<file path="src/rtl/fifo_write_arbiter.sv">
// fifo_write_arbiter: round-robin arbiter that lets NREQ byte producers share
// one bit-serial CRC8 engine and one FIFO write port. Each granted byte is
// shifted into the CRC engine LSB first, then written to the FIFO, then the
// requester is acknowledged.
//
// All outputs are registered together with the state, so every output matches
// the state it belongs to. crc_en and fifo_we are also ANDed with enable, so a
// frozen cycle issues no shift and no write. The held state then re-issues
// that bit or write once enable returns.

module fifo_write_arbiter #(
  parameter int unsigned NREQ = 4,
  parameter int unsigned IDW  = 2
) (
  input  logic              clk,
  input  logic              reset,
  input  logic              enable,
  input  logic [NREQ-1:0]   req,
  input  logic [8*NREQ-1:0] req_data,
  output logic [NREQ-1:0]   ack,
  output logic              crc_bit,
  output logic              crc_en,
  input  logic              fifo_busy,
  output logic              fifo_we,
  output logic [7:0]        fifo_din,
  output logic [IDW-1:0]    fifo_src,
  output logic              idle,
  output logic [NREQ-1:0]   proto_err
);

  typedef enum logic [2:0] {
    StIdle,
    StShift,
    StWaitFifo,
    StWrite,
    StAck
  } state_e;

  state_e          state_q, state_d;
  logic [2:0]      idx_q, idx_d;       // bit of din_q being presented to the CRC
  logic [IDW-1:0]  rr_q, rr_d;         // round-robin search start
  logic [IDW-1:0]  gnt_q, gnt_d;       // granted requester id
  logic [7:0]      din_q, din_d;       // latched byte of the granted requester
  logic            drop_q, drop_d;     // granted requester released req too early

  logic            crc_bit_q, crc_bit_d;
  logic            crc_en_q, crc_en_d;
  logic            fifo_we_q, fifo_we_d;
  logic [NREQ-1:0] ack_q, ack_d;
  logic [NREQ-1:0] perr_q, perr_d;
  logic            idle_q, idle_d;

  logic            pick_valid;
  logic [IDW-1:0]  pick_id;
  logic [7:0]      pick_byte;
  int unsigned     cand;
  logic            req_g;

  // Request level of the currently granted requester.
  assign req_g = req[gnt_q];

  // Round-robin pick: first active request at or after rr_q, wrapping at NREQ.
  always_comb begin
    pick_valid = 1'b0;
    pick_id    = '0;
    pick_byte  = '0;
    cand       = 0;
    for (int unsigned i = 0; i < NREQ; i++) begin
      cand = 32'(rr_q) + i;
      if (cand >= NREQ) begin
        cand = cand - NREQ;
      end
      if (!pick_valid && req[cand]) begin
        pick_valid = 1'b1;
        pick_id    = IDW'(cand);
        pick_byte  = req_data[8*cand +: 8];
      end
    end
  end

  // State register and registered outputs; reset aborts any transaction.
  always_ff @(posedge clk) begin
    if (reset) begin
      state_q   <= StIdle;
      idx_q     <= '0;
      rr_q      <= '0;
      gnt_q     <= '0;
      din_q     <= '0;
      drop_q    <= 1'b0;
      crc_bit_q <= 1'b0;
      crc_en_q  <= 1'b0;
      fifo_we_q <= 1'b0;
      ack_q     <= '0;
      perr_q    <= '0;
      idle_q    <= 1'b1;
    end else begin
      state_q   <= state_d;
      idx_q     <= idx_d;
      rr_q      <= rr_d;
      gnt_q     <= gnt_d;
      din_q     <= din_d;
      drop_q    <= drop_d;
      crc_bit_q <= crc_bit_d;
      crc_en_q  <= crc_en_d;
      fifo_we_q <= fifo_we_d;
      ack_q     <= ack_d;
      perr_q    <= perr_d;
      idle_q    <= idle_d;
    end
  end

  // Next-state logic; enable=0 holds every piece of state.
  always_comb begin
    state_d = state_q;
    idx_d   = idx_q;
    rr_d    = rr_q;
    gnt_d   = gnt_q;
    din_d   = din_q;
    drop_d  = drop_q;
    if (enable) begin
      case (state_q)
        StIdle: begin
          if (pick_valid) begin
            state_d = StShift;
            idx_d   = '0;
            gnt_d   = pick_id;
            din_d   = pick_byte;
            drop_d  = 1'b0;
          end
        end
        StShift: begin
          if (idx_q == 3'd7) begin
            state_d = StWaitFifo;
          end else begin
            idx_d = idx_q + 3'd1;
          end
          if (!req_g) begin
            drop_d = 1'b1;
          end
        end
        StWaitFifo: begin
          if (!fifo_busy) begin
            state_d = StWrite;
          end
          if (!req_g) begin
            drop_d = 1'b1;
          end
        end
        StWrite: begin
          state_d = StAck;
          rr_d    = (gnt_q == IDW'(NREQ - 1)) ? '0 : gnt_q + IDW'(1);
          if (!req_g) begin
            drop_d = 1'b1;
          end
        end
        StAck: begin
          // An early drop spends exactly one cycle here with ack held low.
          if (drop_q || !req_g) begin
            state_d = StIdle;
          end
        end
        default: begin
          state_d = StIdle;
        end
      endcase
    end
  end

  // Output logic, derived from the upcoming state so outputs align with it.
  always_comb begin
    crc_en_d  = (state_d == StShift);
    crc_bit_d = crc_en_d ? din_d[idx_d] : 1'b0;
    fifo_we_d = (state_d == StWrite);
    idle_d    = (state_d == StIdle);
    ack_d     = '0;
    if ((state_d == StAck) && !drop_d) begin
      ack_d[gnt_d] = 1'b1;
    end
    perr_d = perr_q;
    if (drop_d) begin
      perr_d[gnt_d] = 1'b1;
    end
  end

  assign crc_bit   = crc_bit_q;
  assign crc_en    = crc_en_q & enable;
  assign fifo_we   = fifo_we_q & enable;
  assign fifo_din  = din_q;
  assign fifo_src  = gnt_q;
  assign ack       = ack_q;
  assign idle      = idle_q;
  assign proto_err = perr_q;

endmodule

</file>
<file path="config.mk">
export PLATFORM = sky130hd
export DESIGN_NAME = fifo_write_arbiter
export DESIGN_NICKNAME = d
export VERILOG_FILES = /design/src/rtl/fifo_write_arbiter.sv
export SDC_FILE = /design/constraint.sdc
export NUM_CORES = 1
export LEC_CHECK = 0
export ABC_AREA = 1
export BUFFER_PORTS_ARGS = -buffer_cell sky130_fd_sc_hd__buf_2
export CORE_AREA = 2 2 72 102
export CTS_CLUSTER_SIZE = 16
export DETAILED_ROUTE_END_ITERATION = 8
export DIE_AREA = 0 0 74 104
export GPL_ROUTABILITY_DRIVEN = 0
export PLACE_DENSITY = 0.64
export SYNTH_ARGS = -nofsm -noshare
export SYNTH_HDL_FRONTEND = slang
export SYNTH_SLANG_ARGS = --single-unit
</file>
<file path="constraint.sdc">
create_clock -name clk -period 3 [get_ports clk]
set_clock_uncertainty 0.05 [all_clocks]
set_input_delay 0.45 -clock clk [delete_from_list [all_inputs] [get_ports clk]]
set_output_delay 0.45 -clock clk [all_outputs]
set_load 0.02 [all_outputs]
</file>
==> reports/qor.yml, run 1 <==
power:
  peakVddDrop_mv: 0.424
  power_density_nw_per_um2: 357
  power.leakage_nw: 1.68
grt:
  antenna_found_initial: 0
  grt-ovfl-total: 0
  grt_pass1_vias: 2682
  grt_max_degree: 54
  grt_pass1_wl_mm: 11.7
  track_usage_pct: 18.8
setup_path:
  max_stage_delay_ns: 0.51
  cp_top_family: "simple AND/OR/NAND/NOR gates"
  start_kind: "register"
  path_cells: "inv_4, ha_1, inv_1, nand2_1, nand2_1, nor2_8, nand3_4, nand2_4, inv_2, or2_2, nand2_1, nand2_1, nand2_1, nor2_1, nor2_1, nor2_1"
  path_class: "reg2reg"
  cp.buffers_inverters: 3
  cp_common_cell: "nand2_1"
  worstSetupStartpoint: "rr_q[0]"
  cp.required_ns: 3.13
  end_kind: "register"
  crit_fanout: 13
  timing.rr.start: "rr_q[0]"
  critical_path_arrival_ns: 2.68
  cp_slowest_cell: "ha_1"
layout:
  final_util_pct: 46.1
  diodes: 0
  areaGrowthSynthToFinish_pct: 18.3
  layout.nets: 571
  drive_gt1_share_pct: 17.5
synth:
  syn_inst: 471
  yosysTopAreaCell: "nand2_1"
  synthDistinctLibCells: 36
  synth-warning-count: 0
  avgSynthCellArea_um2: 5.63
  seq_area_frac_synth_pct: 23.4
  netlist_area_um2: 2650
  synth_nets: 516
  synth_top_cell_area_share_pct: 23.8
  synth_flop_cell: "dfxtp_1"
  synth-edff-count: 0
  synthArstFlopShare_pct: 0
  synth_seq_cells: 31
  synth.area.top_cells: "nand2_1 24%, dfxtp_1 23%, o21ai_0 10%"
sta:
  hold_viol: 0
  rsz0062_at_grt: "no"
  tns_ns: 0
  tightest_slew_ns: 0.539
  finalCriticalPeriod_ns: 2.54
  fmax_ghz: 0.393
  finalSetupViolCount: 0
  drv_slew: 0
  post-route-period-util_pct: 84.8
  slew_headroom_pct: 63.9
clock_network:
  clockBufferDepth: 2
  cts_buffers: 5
  path_clk_slew_ns: 0.07
  cts_sinks: 31
  cts_htree_levels: 2
  ctsHoldBuffers: 0
  root_buffer: "clkbuf_8"
  post_cts_buffers: 0
  insertion_delay_ns: 0.29
  cts_resized: 0
  tritoncts: "yes"
status:
  status: "finished clean"
routing:
  drc: 0
  wl_per_cell_um: 11.3
  drt_iter0_drc: 149
  dr_total_vias: 2962
  viasPerCell: 4.76
  routed_wl_mm: 7.03
  first_pass_iters: 4
  drtAntennaViolNets: 0
die:
  io_pins: 62
  dieArea_um2: 7700
  rows: 36
  die_x_um: 74
  start_util_pct: 39.0
  core_area_um2: 6800
  die-height_um: 104
placed_design:
  port_buffers: 61
  place_hpwl_mm: 5.58
min_path:
  holdCritPathClass: "reg2reg"
  min_from: "proto_err[3]"
job:
  maxCapViolCount: 0
-- worst paths after layout --
check,end,slack [ns],cells after the start
max,crc_bit,0.46,16
min,proto_err[3],0.40,2
max reg2reg,crc_bit,0.46,16
min reg2reg,proto_err[3],0.40,2
-- final cells by class --
| cell class | instances | area, µm² |
|---|---|---|
| tap | 95 | 119 |
| timing repair buffer | 66 | 343 |
| fill | 758 | 3670 |
| inverter | 56 | 213 |
| clock buffer | 6 | 82.6 |
| clock inverter | 2 | 35.0 |
| sequential | 31 | 621 |
| multi-input combinational | 366 | 1720 |
-- worst register-to-register path: stages, from the launching register on --
cell	delay, ns
dfxtp_1	0.37
inv_4	0.04
ha_1	0.51
inv_1	0.15
nand2_1	0.10
nand2_1	0.12
nor2_8	0.15
nand3_4	0.09
nand2_4	0.11
inv_2	0.09
or2_2	0.28
nand2_1	0.09
nand2_1	0.05
nand2_1	0.06
nor2_1	0.04
nor2_1	0.09
nor2_1	0.05
-- flip-flops by register name, indices dropped and copies added (netlist names) --
register and cells:
ack 4, drop_q 1, state_q 3, crc_bit 1, fifo_src 2, proto_err 4, crc_en_q 1, idx_q 3
idle 1, rr_q 2, fifo_din 8, fifo_we_q 1
-- layout by cell type, fill, tap and decap left out, types with 2 or more instances in the layout --
cell and n:
a21oi_1 16, buf_2 61, clkbuf_8 6, a21boi_0 2, ha_1 5, nor3_1 3
o21ai_0 55, nor2_2 2, buf_4 5, nor2_1 49, or2_2 2, dfxtp_1 31
nand2_2 4, o22ai_1 4, nand3_4 2, nand3_1 32, nand2_1 168, o21ai_1 5
nand4_1 3, inv_2 3, inv_1 51, nand2_4 2, o211a_1 2
-- report_power, final --
| part | leakage [nW] | internal, mW | switching, mW | total [mW] |
|---|---|---|---|---|
| sequential | 0.253 | 0.430 | 0.0100 | 0.440 |
| clock | 0.0612 | 0.268 | 0.154 | 0.422 |
| combinational | 1.37 | 0.0920 | 0.164 | 0.256 |
-- cell families (layout without fill, tap and decap cells) --
group	count (synthesis)	after routing	synth area share, %
XOR/XNOR	1	1	0.331
buffers and inverters	74	130	11.6
flip-flops	31	31	23.4
adder cells (fa/ha/maj)	5	5	2.36
multiplexers	1	1	0.378
AND/OR/NAND/NOR	273	273	44.6
AO/OA/AOI/OAI	86	86	17.3
-- synth_stat cells, types with 4 or more instances --
master    number
nand2_1      168
nor2_1        49
inv_1         51
buf_2          7
clkbuf_1       8
nand3_1       32
ha_1           5
dfxtp_1       31
a21oi_1       16
o21ai_1        5
o22ai_1        4
o21ai_0       55
nand2_2        4
-- metrics by stage --
stage | total power [mW] | area (µm²) | setup slack [ns] | cells | hold WS (ns)
6_report | 1.12 | 3130 | 0.455 | 622 | 0.405
5_1_grt | 1.19 | 3130 | 0.176 | 622 | 0.431
2_1_floorplan | 0.625 | 2650 | 0.304 | 471 | 0.485
3_3_place_gp | 0.703 | 3020 | 0.504 | 614 | 0.395
4_1_cts | 1.13 | 3130 | 0.442 | 622 | 0.412
3_5_place_dp | 0.705 | 3020 | 0.463 | 614 | 0.396
-- per-layer routing --
| layer | GRT usage [%] | vias up | share of wire [%] |
|---|---|---|---|
| met1 | 22.1 | 1291 | 44 |
| met3 | 2.81 | 16 | 3.0 |
| li1 | - | 1602 | - |
| met5 | 0 | - | 0 |
| met2 | 33.0 | 53 | 51 |
| met4 | 7.53 | 0 | 3.0 |
Power figures use the tool's default switching activity.
==> run 2: changes to the inputs <==
--- a/config.mk
+++ b/config.mk
@@ -5,12 +5,12 @@
 export SDC_FILE = /design/constraint.sdc
 export NUM_CORES = 1
 export LEC_CHECK = 0
-export ABC_AREA = 1
+export ABC_AREA = 0
 export BUFFER_PORTS_ARGS = -buffer_cell sky130_fd_sc_hd__buf_2
-export CORE_AREA = 2 2 72 102
+export CORE_AREA = 2 2 73 103
 export CTS_CLUSTER_SIZE = 16
 export DETAILED_ROUTE_END_ITERATION = 8
-export DIE_AREA = 0 0 74 104
+export DIE_AREA = 0 0 75 105
 export GPL_ROUTABILITY_DRIVEN = 0
 export PLACE_DENSITY = 0.64
 export SYNTH_ARGS = -nofsm -noshare
==> constraint.sdc (replaced) <==
create_clock -name clk -period 2.5 [get_ports clk]
set_clock_uncertainty 0.05 [all_clocks]
set_input_delay 0.375 -clock clk [delete_from_list [all_inputs] [get_ports clk]]
set_output_delay 0.375 -clock clk [all_outputs]
set_load 0.02 [all_outputs]
==> run 2 against run 1 <==
Effect of this change: the flow now finishes with violations (negative setup slack); combinational power rose by 110%; area after synthesis rose by 2.9%; die area rose by 2.3%; clock power fell by 4%; critical path type unchanged.
==> reports/qor.yml, run 2 <==
status:
  status: "finished, violations left"
  failed_checks: "negative setup slack"
layout:
  final_util_pct: 55.3
  ff_latch_area_um2: 626
  fin_cells: 494
  areaGrowthSynthToFinish_pct: 39.8
  multi_input_area_um2: 2130
  drive_gt1_share_pct: 48.4
  layout_commonest_cell: "buf_2"
  nFillCells: 623
  mostFrequentLayoutCells: "61 x buf_2, 47 x buf_4, 29 x dfxtp_1"
  layout.nets: 444
  diodes: 0
  largest_register_ffs: 8
die:
  start_util_pct: 39.6
  dieArea_um2: 7880
  io_pins: 62
  core_area_um2: 6890
  rows: 36
  die_x_um: 75
  die-height_um: 105
sta:
  tns_ns: -2.91
  setup_slack_ns: -0.328
  tightest_slew_ns: 0.468
  post-route-period-util_pct: 113
  finalSetupViolCount: 18
  fmax_ghz: 0.354
  hold_viol: 0
  rsz0062_at_grt: "yes"
  holdWs_ns: 0.397
  drv_slew: 0
  slew_headroom_pct: 68.0
  finalCriticalPeriod_ns: 2.83
power:
  switching_share_pct: 32.7
  pwr-share-seq_pct: 36.5
  peakVddDrop_mv: 0.162
  p_sw_mw: 0.489
  power_density_nw_per_um2: 392
  internal_power_mw: 1.01
  comb_power_share_pct: 36.3
  power.leakage_nw: 1.51
  clockPowerShare_pct: 27.2
grt:
  track_usage_pct: 20.8
  grt-ovfl-total: 0
  grt_max_degree: 41
  grt_pass1_wl_mm: 12.9
  grt_pass1_vias: 2808
  antenna_found_initial: 0
synth:
  synth-warning-count: 0
  synth_adder_area_share_pct: 2.29
  syn_inst: 296
  synth-edff-count: 0
  synth_xor_area_share_pct: 0
  synthDistinctLibCells: 51
  seq_area_frac_synth_pct: 22.8
  synth_top_cell_area_share_pct: 23.1
  yosysTopAreaCell: "mux4_2"
  synth_seq_cells: 31
  yosysMostFrequentCell: "dfxtp_1"
  synthArstFlopShare_pct: 0
  synth_nets: 341
  synth_simple_gate_area_share_pct: 19.6
  netlist_area_um2: 2730
  synth_compound_area_share_pct: 19.5
  muxShareOfSynthArea_pct: 30.5
  synth_top_family_by_area: "multiplexers"
  synth_commonest_cells: "31 x dfxtp_1, 28 x mux4_2, 25 x nor2_1"
  synth_flop_cell: "dfxtp_1"
  synth.area.top_cells: "mux4_2 23%, dfxtp_1 23%, mux2i_1 7.0%"
  avgSynthCellArea_um2: 9.21
routing:
  wl_per_cell_um: 16.1
  first_pass_iters: 4
  viasPerCell: 5.73
  drtAntennaViolNets: 0
  drt_iter0_drc: 106
  dr_total_vias: 2830
  routed_wl_mm: 7.94
  drc: 0
clock_network:
  cts_sinks: 31
  insertion_delay_ns: 0.28
  clockBufferDepth: 2
  cts_buffers: 5
  path_clk_slew_ns: 0.07
  tritoncts: "yes"
  root_buffer: "clkbuf_8"
  cts_htree_levels: 2
placed_design:
  placedCellCount: 478
  port_buffers: 61
  place_hpwl_mm: 5.87
setup_path:
  end_kind: "register"
  path_class: "reg2reg"
  start_kind: "register"
  critical_path_arrival_ns: 2.98
  cp.required_ns: 2.65
  crit_fanout: 3
min_path:
  holdCritPathClass: "in2reg"
job:
  maxCapViolCount: 0
-- run 2: changes by cell type after synthesis, moves of 7 or more --
| cell | change |
|---|---|
| nand2_1 | -150 |
| nand3_1 | -22 |
| nor2b_1 | +8 |
| mux2i_1 | +18 |
| nand2b_1 | +7 |
| and2_1 | +7 |
| mux4_2 | +28 |
| nor2_1 | -24 |
| o21ai_0 | -44 |
| inv_1 | -43 |
-- run 2: layer usage --
layer	vias to the layer above	GRT usage (%)	wire, µm
met3	15	2.41	241
met5	-	0	0
li1	1351	-	-
met4	0	8.04	174
met2	62	36.8	4280
met1	1402	24.6	3240
-- run 2: path summary, 6_finish.rpt --
| check | startpoint | to | slack, ns | depth (start not counted) |
|---|---|---|---|---|
| min | fifo_busy | state_q[0] | 0.40 | 4 |
| min reg2reg | proto_err[2] | proto_err[2] | 0.40 | 2 |
| max reg2reg | rr_q[0] | crc_bit | -0.33 | 9 |
| max | rr_q[0] | crc_bit | -0.33 | 9 |
-- run 2: logic make-up (layout without fill, tap and decap cells) --
family,after synthesis,in the layout
muxes,48,48
buffers and inverters,34,136
adders and majority gates,5,5
DFF,31,31
and+or+nand+nor,102,102
AOI/OAI and AO/OA,76,77
-- run 2: metrics by stage --
step | setup slack (ns) | power (mW) | instance area, µm²
floorplan | -0.741 | 0.826 | 2830
global placement | -0.298 | 1.03 | 3490
detailed placement | -0.354 | 1.03 | 3490
CTS | -0.360 | 1.46 | 3660
global route | -0.446 | 1.57 | 3810
finish | -0.328 | 1.49 | 3810
-- run 2: critical path, cell delays in order (launching register included) --
cell and delay (ns):
dfxtp_4 0.37, inv_6 0.04, ha_4 0.26, mux4_2 0.55, or4_4 0.54, o21ai_4 0.17, a22oi_2 0.07, and3_1 0.18
or3_1 0.35, a41oi_2 0.17
-- run 2: repair_timing --
| action | CTS | global route |
|---|---|---|
| resized for setup | 12 | 30 |
| gates cloned | 1 | 0 |
| endpoints found under the hold margin | 0 | 0 |
| hold buffers | 0 | 0 |
| setup endpoints to repair | 17 | 25 |
| pin swaps | 10 | 10 |
| buffers inserted | 4 | 4 |
-- run 2: area by class of cell --
class	count	area share, %
tap	95	3.12
clock buffer	6	2.17
clock inverter	1	0.131
timing repair buffer	120	21.1
inverter	9	1.08
multi-input combinational	232	56.0
sequential	31	16.4
-- run 2: power by group through the flow --
stage | clock (mW) | sequential (mW) | combinational [mW]
finish | 0.406 | 0.545 | 0.543
global route | 0.430 | 0.548 | 0.589
CTS | 0.415 | 0.547 | 0.496
detailed placement | 0 | 0.556 | 0.476
global placement | 0 | 0.556 | 0.470
floorplan | 0 | 0.578 | 0.248
==> run 3: changes to the inputs <==
--- a/config.mk
+++ b/config.mk
@@ -7,12 +7,11 @@
 export LEC_CHECK = 0
 export ABC_AREA = 0
 export BUFFER_PORTS_ARGS = -buffer_cell sky130_fd_sc_hd__buf_2
-export CORE_AREA = 2 2 73 103
-export CTS_CLUSTER_SIZE = 16
+export CORE_AREA = 2 2 78 110
+export CTS_CLUSTER_SIZE = 10
 export DETAILED_ROUTE_END_ITERATION = 8
-export DIE_AREA = 0 0 75 105
+export DIE_AREA = 0 0 80 112
 export GPL_ROUTABILITY_DRIVEN = 0
-export PLACE_DENSITY = 0.64
 export SYNTH_ARGS = -nofsm -noshare
 export SYNTH_HDL_FRONTEND = slang
 export SYNTH_SLANG_ARGS = --single-unit
==> run 3 against run 2 <==
Effect of this change: the flow still finishes with violations (negative setup slack); power increased by 24%; final area increased by 6.5%; register-to-register slack got worse by 0.07 ns; non-clock buffer count increased by 6; critical path type unchanged; largest cell class unchanged.
==> reports/qor.yml, run 3 (synthesized netlist as in run 2, its figures left out) <==
sta:
  tns_ns: -4.48
  finalSetupViolCount: 20
  drv_slew: 0
  finalCriticalPeriod_ns: 2.90
  slew_headroom_pct: 59.8
  hold_viol: 0
  rsz0062_at_grt: "yes"
  post-route-period-util_pct: 116
  tightest_slew_ns: 0.603
  setup_slack_ns: -0.396
  fmax_ghz: 0.345
layout:
  final_util_pct: 50.7
  areaGrowthSynthToFinish_pct: 48.9
  multi_input_area_um2: 2230
  nFillCells: 764
  diodes: 0
  layout.nets: 449
  ff_latch_area_um2: 626
  fin_cells: 507
  drive_gt1_share_pct: 53.6
  largest_register_ffs: 8
  mostFrequentLayoutCells: "61 x buf_2, 50 x buf_4, 29 x dfxtp_1"
  layout_commonest_cell: "buf_2"
die:
  die-height_um: 112
  die_x_um: 80
  start_util_pct: 34.1
  io_pins: 62
  rows: 39
  core_area_um2: 8000
  dieArea_um2: 8960
setup_path:
  cp.buffers_inverters: 1
  end_kind: "register"
  cp_slowest_cell: "mux4_2"
  cp_top_family: "simple AND/OR/NAND/NOR gates"
  critical_path_arrival_ns: 3.05
  max_stage_delay_ns: 0.55
  crit_fanout: 3
  cp.required_ns: 2.65
  start_kind: "register"
  path_class: "reg2reg"
  path_cells: "inv_6, ha_4, mux4_2, or4_4, o21ai_4, a22oi_2, and3_1, or3_4, a41oi_2"
clock_network:
  cts_buffers: 5
  root_buffer: "clkbuf_16"
  clockBufferDepth: 2
  path_clk_slew_ns: 0.05
  insertion_delay_ns: 0.28
  cts_htree_levels: 2
  cts_sinks: 31
  ctsHoldBuffers: 0
  tritoncts: "yes"
placed_design:
  dp_slack_ns: -0.362
  placedCellCount: 484
  port_buffers: 61
  place_hpwl_mm: 6.53
routing:
  routed_wl_mm: 8.71
  dr_total_vias: 2865
  drc: 0
  drt_iter0_drc: 206
  first_pass_iters: 4
  viasPerCell: 5.65
  wl_per_cell_um: 17.2
  drtAntennaViolNets: 0
min_path:
  holdCritPathClass: "reg2reg"
job:
  maxCapViolCount: 0
grt:
  grt_max_degree: 40
  antenna_found_initial: 0
  track_usage_pct: 19.5
  grt_pass1_wl_mm: 13.8
  grt-ovfl-total: 0
  grt_pass1_vias: 2854
power:
  peakVddDrop_mv: 0.346
  power_density_nw_per_um2: 456
  power.leakage_nw: 1.60
status:
  status: "finished, violations left"
  failed_checks: "negative setup slack"
## run 3: cell count changes in the layout (fill, tap and decap cells not counted), sizes merged
cell	delta
bufinv	+1
buf	+6
o22ai	-1
## run 3: power by group
| part | leakage, nW | internal [mW] | total [mW] | switching (mW) |
|---|---|---|---|---|
| clock | 0.0868 | 0.495 | 0.716 | 0.221 |
| combinational | 1.26 | 0.288 | 0.588 | 0.299 |
| sequential | 0.254 | 0.524 | 0.549 | 0.0247 |
## run 3: cell type report
class	count	share of cell area (%)
Clock buffer	6	3.42
Timing Repair Buffer	126	21.1
Tap cell	102	3.14
Inverter	9	1.02
Multi-Input combinational cell	231	55.0
Sequential cell	31	15.4
Clock inverter	2	0.863
## run 3: per-stage QoR
stage          total power [mW]  hold WS (ns)  instance area (µm²)
2_1_floorplan             0.826         0.456                 2830
3_3_place_gp               1.03         0.391                 3490
3_5_place_dp               1.04         0.387                 3490
4_1_cts                    1.81         0.396                 3860
5_1_grt                    1.93         0.423                 4060
6_report                   1.85         0.392                 4060
## run 3: worst paths after layout
| path | from | to | slack (ns) | cells past startpoint |
|---|---|---|---|---|
| setup / recovery | rr_q[0] | crc_bit | -0.40 | 9 |
| hold / removal | proto_err[2] | proto_err[2] | 0.39 | 2 |
| setup reg to reg | rr_q[0] | crc_bit | -0.40 | 9 |
| hold reg to reg | proto_err[2] | proto_err[2] | 0.39 | 2 |
## run 3: layer usage
| metal | share of wire, % | track usage, % | wire length (µm) | up-vias |
|---|---|---|---|---|
| met5 | 0 | 0 | 0 | - |
| met4 | 3.3 | 9.72 | 288 | 0 |
| met3 | 3.6 | 2.59 | 315 | 22 |
| met2 | 54 | 35.8 | 4720 | 76 |
| met1 | 39 | 21.4 | 3380 | 1407 |
| li1 | - | - | - | 1360 |
## run 3: repair_timing
action                                  in CTS  in global routing
gates cloned                                 0                  0
endpoints found under the setup margin      20                 23
setup buffers                                7                  9
gates resized for setup                     36                 34
pin swaps                                   15                 20
## run 3: worst register-to-register path: stages, from the launching register on
cell and delay (ns):
dfxtp_4 0.37, inv_6 0.04, ha_4 0.28, mux4_2 0.55, or4_4 0.55, o21ai_4 0.17, a22oi_2 0.08, and3_1 0.22
or3_4 0.37, a41oi_2 0.16
